[src/rtl/mont_precompute.sv]
// Montgomery parameter precompute: given an odd modulus m, produces
// k = bit length of m (R = 2^k), minv = -m^-1 mod R via bit-serial Hensel
// lifting, and optionally R^2 mod m via shift-subtract.
// Optional feature macro: MONT_R2_EN enables the R2 state, the r datapath
// and the r2_o port.
module mont_precompute #(
  parameter int unsigned W = 64
) (
  input  logic                 clk_i,
  input  logic                 rst_ni,
  input  logic                 start_i,
  input  logic [W-1:0]         m_i,
  output logic                 busy_o,
  output logic                 valid_o,
  output logic                 err_o,
  output logic [$clog2(W):0]   k_o,
  output logic [W-1:0]         minv_o
`ifdef MONT_R2_EN
  ,
  output logic [W-1:0]         r2_o
`endif
);

  localparam int unsigned KW = $clog2(W) + 1;
  localparam int unsigned CW = KW + 1;

  typedef enum logic [2:0] {
    IDLE,
    CHECK,
    INV,
`ifdef MONT_R2_EN
    R2,
`endif
    DONE
  } state_t;

  state_t         state;
  logic [W-1:0]   m_q;
  logic [KW-1:0]  k_q;
  logic           bad_q;
  logic           chk_ph;
  logic [CW-1:0]  cnt;
  logic [W:0]     acc;
  logic [W-1:0]   q;

  logic [KW-1:0]  k_calc;
  logic           bad_calc;
  logic [W+1:0]   acc_sum;
  logic [W:0]     acc_nxt;
  logic [W-1:0]   q_nxt;
  logic           inv_last;

`ifdef MONT_R2_EN
  logic [W:0]     r;
  logic [W:0]     r_dbl;
  logic [W:0]     r_nxt;
  logic           r2_last;
`endif

  // Modulus bit length and validity (odd and >= 3)
  always_comb begin
    k_calc = '0;
    for (int unsigned i = 0; i < W; i++) begin
      if (m_q[i]) k_calc = KW'(i + 1);
    end
    bad_calc = ~m_q[0] | (m_q < W'(3));
  end

  // One Hensel step: record acc[0] as the next quotient bit, then make acc even and halve
  always_comb begin
    acc_sum  = {1'b0, acc} + (acc[0] ? {2'b00, m_q} : '0);
    acc_nxt  = (W+1)'(acc_sum >> 1);
    q_nxt    = q | (W'(acc[0]) << cnt);
    inv_last = (cnt == (CW'(k_q) - CW'(1)));
  end

`ifdef MONT_R2_EN
  // One shift-subtract step of R^2 mod m; r < m keeps 2r within W+1 bits
  always_comb begin
    r_dbl   = {r[W-1:0], 1'b0};
    r_nxt   = (r_dbl >= {1'b0, m_q}) ? (r_dbl - {1'b0, m_q}) : r_dbl;
    r2_last = (cnt == ({k_q, 1'b0} - CW'(1)));
  end
`endif

  // Control FSM with registered outputs
  // CHECK spans two cycles: the first registers the bit length and validity,
  // the second branches on those registers, keeping the priority encoder off
  // the state-transition path.
  always_ff @(posedge clk_i or negedge rst_ni) begin
    if (!rst_ni) begin
      state   <= IDLE;
      m_q     <= '0;
      k_q     <= '0;
      bad_q   <= 1'b0;
      chk_ph  <= 1'b0;
      cnt     <= '0;
      acc     <= '0;
      q       <= '0;
      busy_o  <= 1'b0;
      valid_o <= 1'b0;
      err_o   <= 1'b0;
      k_o     <= '0;
      minv_o  <= '0;
`ifdef MONT_R2_EN
      r       <= '0;
      r2_o    <= '0;
`endif
    end else begin
      valid_o <= 1'b0;
      case (state)
        IDLE: begin
          if (start_i) begin
            m_q    <= m_i;
            chk_ph <= 1'b0;
            busy_o <= 1'b1;
            state  <= CHECK;
          end
        end
        CHECK: begin
          if (!chk_ph) begin
            k_q    <= k_calc;
            bad_q  <= bad_calc;
            chk_ph <= 1'b1;
          end else if (bad_q) begin
            valid_o <= 1'b1;
            err_o   <= 1'b1;
            k_o     <= '0;
            minv_o  <= '0;
`ifdef MONT_R2_EN
            r2_o    <= '0;
`endif
            state   <= DONE;
          end else begin
            acc   <= {{W{1'b0}}, 1'b1};
            q     <= '0;
            cnt   <= '0;
            state <= INV;
          end
        end
        INV: begin
          acc <= acc_nxt;
          q   <= q_nxt;
          cnt <= cnt + CW'(1);
          if (inv_last) begin
`ifdef MONT_R2_EN
            r     <= {{W{1'b0}}, 1'b1};
            cnt   <= '0;
            state <= R2;
`else
            valid_o <= 1'b1;
            err_o   <= 1'b0;
            k_o     <= k_q;
            minv_o  <= q_nxt;
            state   <= DONE;
`endif
          end
        end
`ifdef MONT_R2_EN
        R2: begin
          r   <= r_nxt;
          cnt <= cnt + CW'(1);
          if (r2_last) begin
            valid_o <= 1'b1;
            err_o   <= 1'b0;
            k_o     <= k_q;
            minv_o  <= q;
            r2_o    <= r_nxt[W-1:0];
            state   <= DONE;
          end
        end
`endif
        DONE: begin
          err_o  <= 1'b0;
          busy_o <= 1'b0;
          state  <= IDLE;
        end
        default: begin
          busy_o <= 1'b0;
          state  <= IDLE;
        end
      endcase
    end
  end

endmodule
[config.mk]
export PLATFORM = sky130hd
export DESIGN_NAME = mont_precompute
export DESIGN_NICKNAME = d
export VERILOG_FILES = /design/src/rtl/mont_precompute.sv
export SDC_FILE = /design/constraint.sdc
export NUM_CORES = 1
export LEC_CHECK = 0
export ABC_AREA = 1
export BUFFER_PORTS_ARGS = -buffer_cell sky130_fd_sc_hd__buf_2
export CORE_MARGIN = 5
export CORE_UTILIZATION = 45
export DETAILED_ROUTE_END_ITERATION = 16
export GPL_ROUTABILITY_DRIVEN = 0
export MAX_ROUTING_LAYER = met4
export PLACE_DENSITY = 0.67
export SLEW_MARGIN = 20
export SYNTH_ARGS = -nofsm -noshare
export SYNTH_HDL_FRONTEND = slang
export SYNTH_SLANG_ARGS = --single-unit
[constraint.sdc]
create_clock -name clk_i -period 10.9 [get_ports clk_i]
set_input_delay 0.545 -clock clk_i [delete_from_list [all_inputs] [get_ports clk_i]]
set_output_delay 0.545 -clock clk_i [all_outputs]
set_load 0.01 [all_outputs]
==> impl_metrics.ini <==
[power_and_ir_drop]
leakagePower_nw = 9.80
p_per_area_nw_per_um2 = 278
ir_drop_mv = 0.163
power_mw = 5.21

[synth]
yosys_warnings = 0
syn-cell-area_um2 = 16500
synth_fp_nets = 2336
synth_top_cells_by_area = dfrtp_1 43%, nand2_1 13%, o21ai_0 8.1%, inv_1 6.3%, ha_1 5.4%
syn-mean-instance-area_um2 = 7.52
yosys.area.top_type = dfrtp_1
synth_flop_cell = dfrtp_1
yosysTopAreaCellShare_pct = 43.3
synth-edff-count = 0
synthCells = 2197
synth_seq_cells = 286
seq_area_frac_synth_pct = 43.3
synth_cell_types = 58
synth-async-reset-ratio_pct = 100

[clock_network]
cts_resized = 0
postCtsSetupBuffers = 0
clkLatencyLatePin_ns = 0.56
cts-root-buf = clkbuf_16
clock_path_buffers = 3
cts_num_sinks = 286
tritoncts = done
postCtsHoldBufs = 0
cts_buffers = 34
cts.clk_slew.worst_paths_ns = 0.06
htree_num_levels = 2

[routing]
via_per_inst = 5.33
drc = 0
ant_nets = 0
drtIter0Drc = 1069
wl_mm = 43.7
vias = 14900
dr.pass1.iters = 5
wl_per_cell_um = 15.6

[grt]
grt_use_met1_pct = 30.9
grt_max_degree = 165
grt_pass1_vias = 14500
grt_pass1_wl_mm = 73.8
grt_remaining_overflow = 0
grt.busiest_layer = met2
grtUsageMet2_pct = 33.5
antenna_found_initial = 1
grtUsageTotal_pct = 22.2
met3_usage_pct = 4.34

[sta]
layout_setup_ws_ns = 5.71
clock.fmax_ghz = 0.193
finalSetupTns_ns = 0
setup-violations-final = 0
slew_headroom_pct = 32.8
fin_crit_sh_pct = 47.6
rsz0062_at_grt = false
holdWs_ns = 0.0578
maxSlewViolCount = 0
skew_ns = 0.0294
finalHoldViolCount = 0
layout_min_cycle_time_ns = 5.19
worst_pin_slew_ns = 1.00

[setup_path]
crit_arrival_ns = 5.66
cp_top_family = compound AO/OA/AOI/OAI gates
r2r_slack_ns = 5.71
max_stage_delay_ns = 0.54
cpMostUsedCell = nand2_2
critPathMaxFanout = 65
path_depth = 44
timing.rr.start = acc[0]
crit_start = acc[0]
timing.rr.end = acc[48]
worstSetupStartpointType = flop
setup.worst_path.end_class = flop
r2r_cells = 44
crit_required_ns = 11.37
crit_type = reg2reg
setup.worst_path.end = acc[48]
cp_slowest_cell = buf_4
crit_buf_inv = 5

[floorplan]
die_h_um = 202
die_w_um = 202
coreArea_um2 = 36400
row_count = 70
ios = 141
die-area_um2 = 40600
start_util_pct = 45.3

[final_layout]
fin_area_um2 = 18700
fin_nets = 2441
post-route-util_pct = 51.3
synthToLayoutAreaGrowth_pct = 13.3
nFillCells = 3517
seq_area_um2 = 7160
final_cell_mix = 569 x nand2_1, 285 x dfrtp_1, 274 x inv_1
final_common_cell = nand2_1
final_cells = 2795
multi_input_area_um2 = 7920
drive_above_1_share_pct = 13.1

[place]
pre_cts_ws_ns = 5.73
dpl.cell_count = 2733
io_buffers = 140
place.detailed.hpwl_mm = 30.6
dpl_cell_area_um2 = 17600

[flow_run]
cap_violations = 0

[run_status]
outcome = finished clean

[min_path]
hold_path_class = in2async
## worst min-delay path by stage
| stage | cells after the start | end | startpoint |
|---|---|---|---|
| finish | 1 | minv_o[45] | rst_ni |
| global route | 1 | minv_o[45] | rst_ni |
| CTS | 1 | minv_o[2] | rst_ni |
| detailed placement | 2 | acc[58] | acc[58] |
| global placement | 2 | acc[47] | acc[47] |
| floorplan | 0 | acc[0] | rst_ni |
## metal layers
| layer | part of all wire, % | routed length, µm |
|---|---|---|
| met1 | 46 | 20200 |
| met2 | 44 | 19400 |
| met3 | 6.9 | 3030 |
| met4 | 2.4 | 1040 |
| met5 | 0 | 0 |
## power by group
part           internal (mW)  leakage [nW]  total, mW  switching, mW
logic                  0.768          5.50       2.50           1.73
clock network          0.625         0.526       1.09          0.467
registers               1.35          3.77       1.61          0.260
## cell families after synthesis
| logic type | share of synthesized area [%] |
|---|---|
| flip-flops | 43.3 |
| multiplexers | 0.477 |
| AND/OR/NAND/NOR | 22.8 |
| AO/OA/AOI/OAI | 18.3 |
| XOR/XNOR | 0.743 |
| adder cells (fa/ha/maj) | 5.50 |
| buffers and inverters | 8.85 |
## registers in the layout, indices dropped and copies added, names as in the netlist
name / count
busy_o: 1
minv_o: 64
k_o: 7
err_o: 1
bad_q: 1
m_q: 64
k_q: 7
acc: 65
state: 2
q: 64
valid_o: 1
cnt: 8
chk_ph: 1
## Yosys cell counts, types with 9 or more instances
library cell / n
inv_2: 19
nand3_1: 100
inv_1: 275
xor2_1: 12
nor4_1: 17
nand2_2: 26
a21oi_1: 126
nor3_1: 24
clkbuf_1: 74
o41ai_1: 17
o21ai_0: 267
nor2_1: 152
dfrtp_1: 286
a31oi_1: 10
ha_1: 71
nand2_1: 570
nand4_1: 10
o31ai_1: 9
o21ai_1: 27
## cell type report
type                       count  share of cell area, %
tap                          468                   3.13
clock buffer                  49                   5.17
antenna                        1                 0.0134
inverter                     298                   5.99
clock inverter                11                  0.582
sequential                   286                   38.3
multi-input combinational   1528                   42.3
timing repair buffer         154                   4.53
Power figures use the tool's default switching activity.
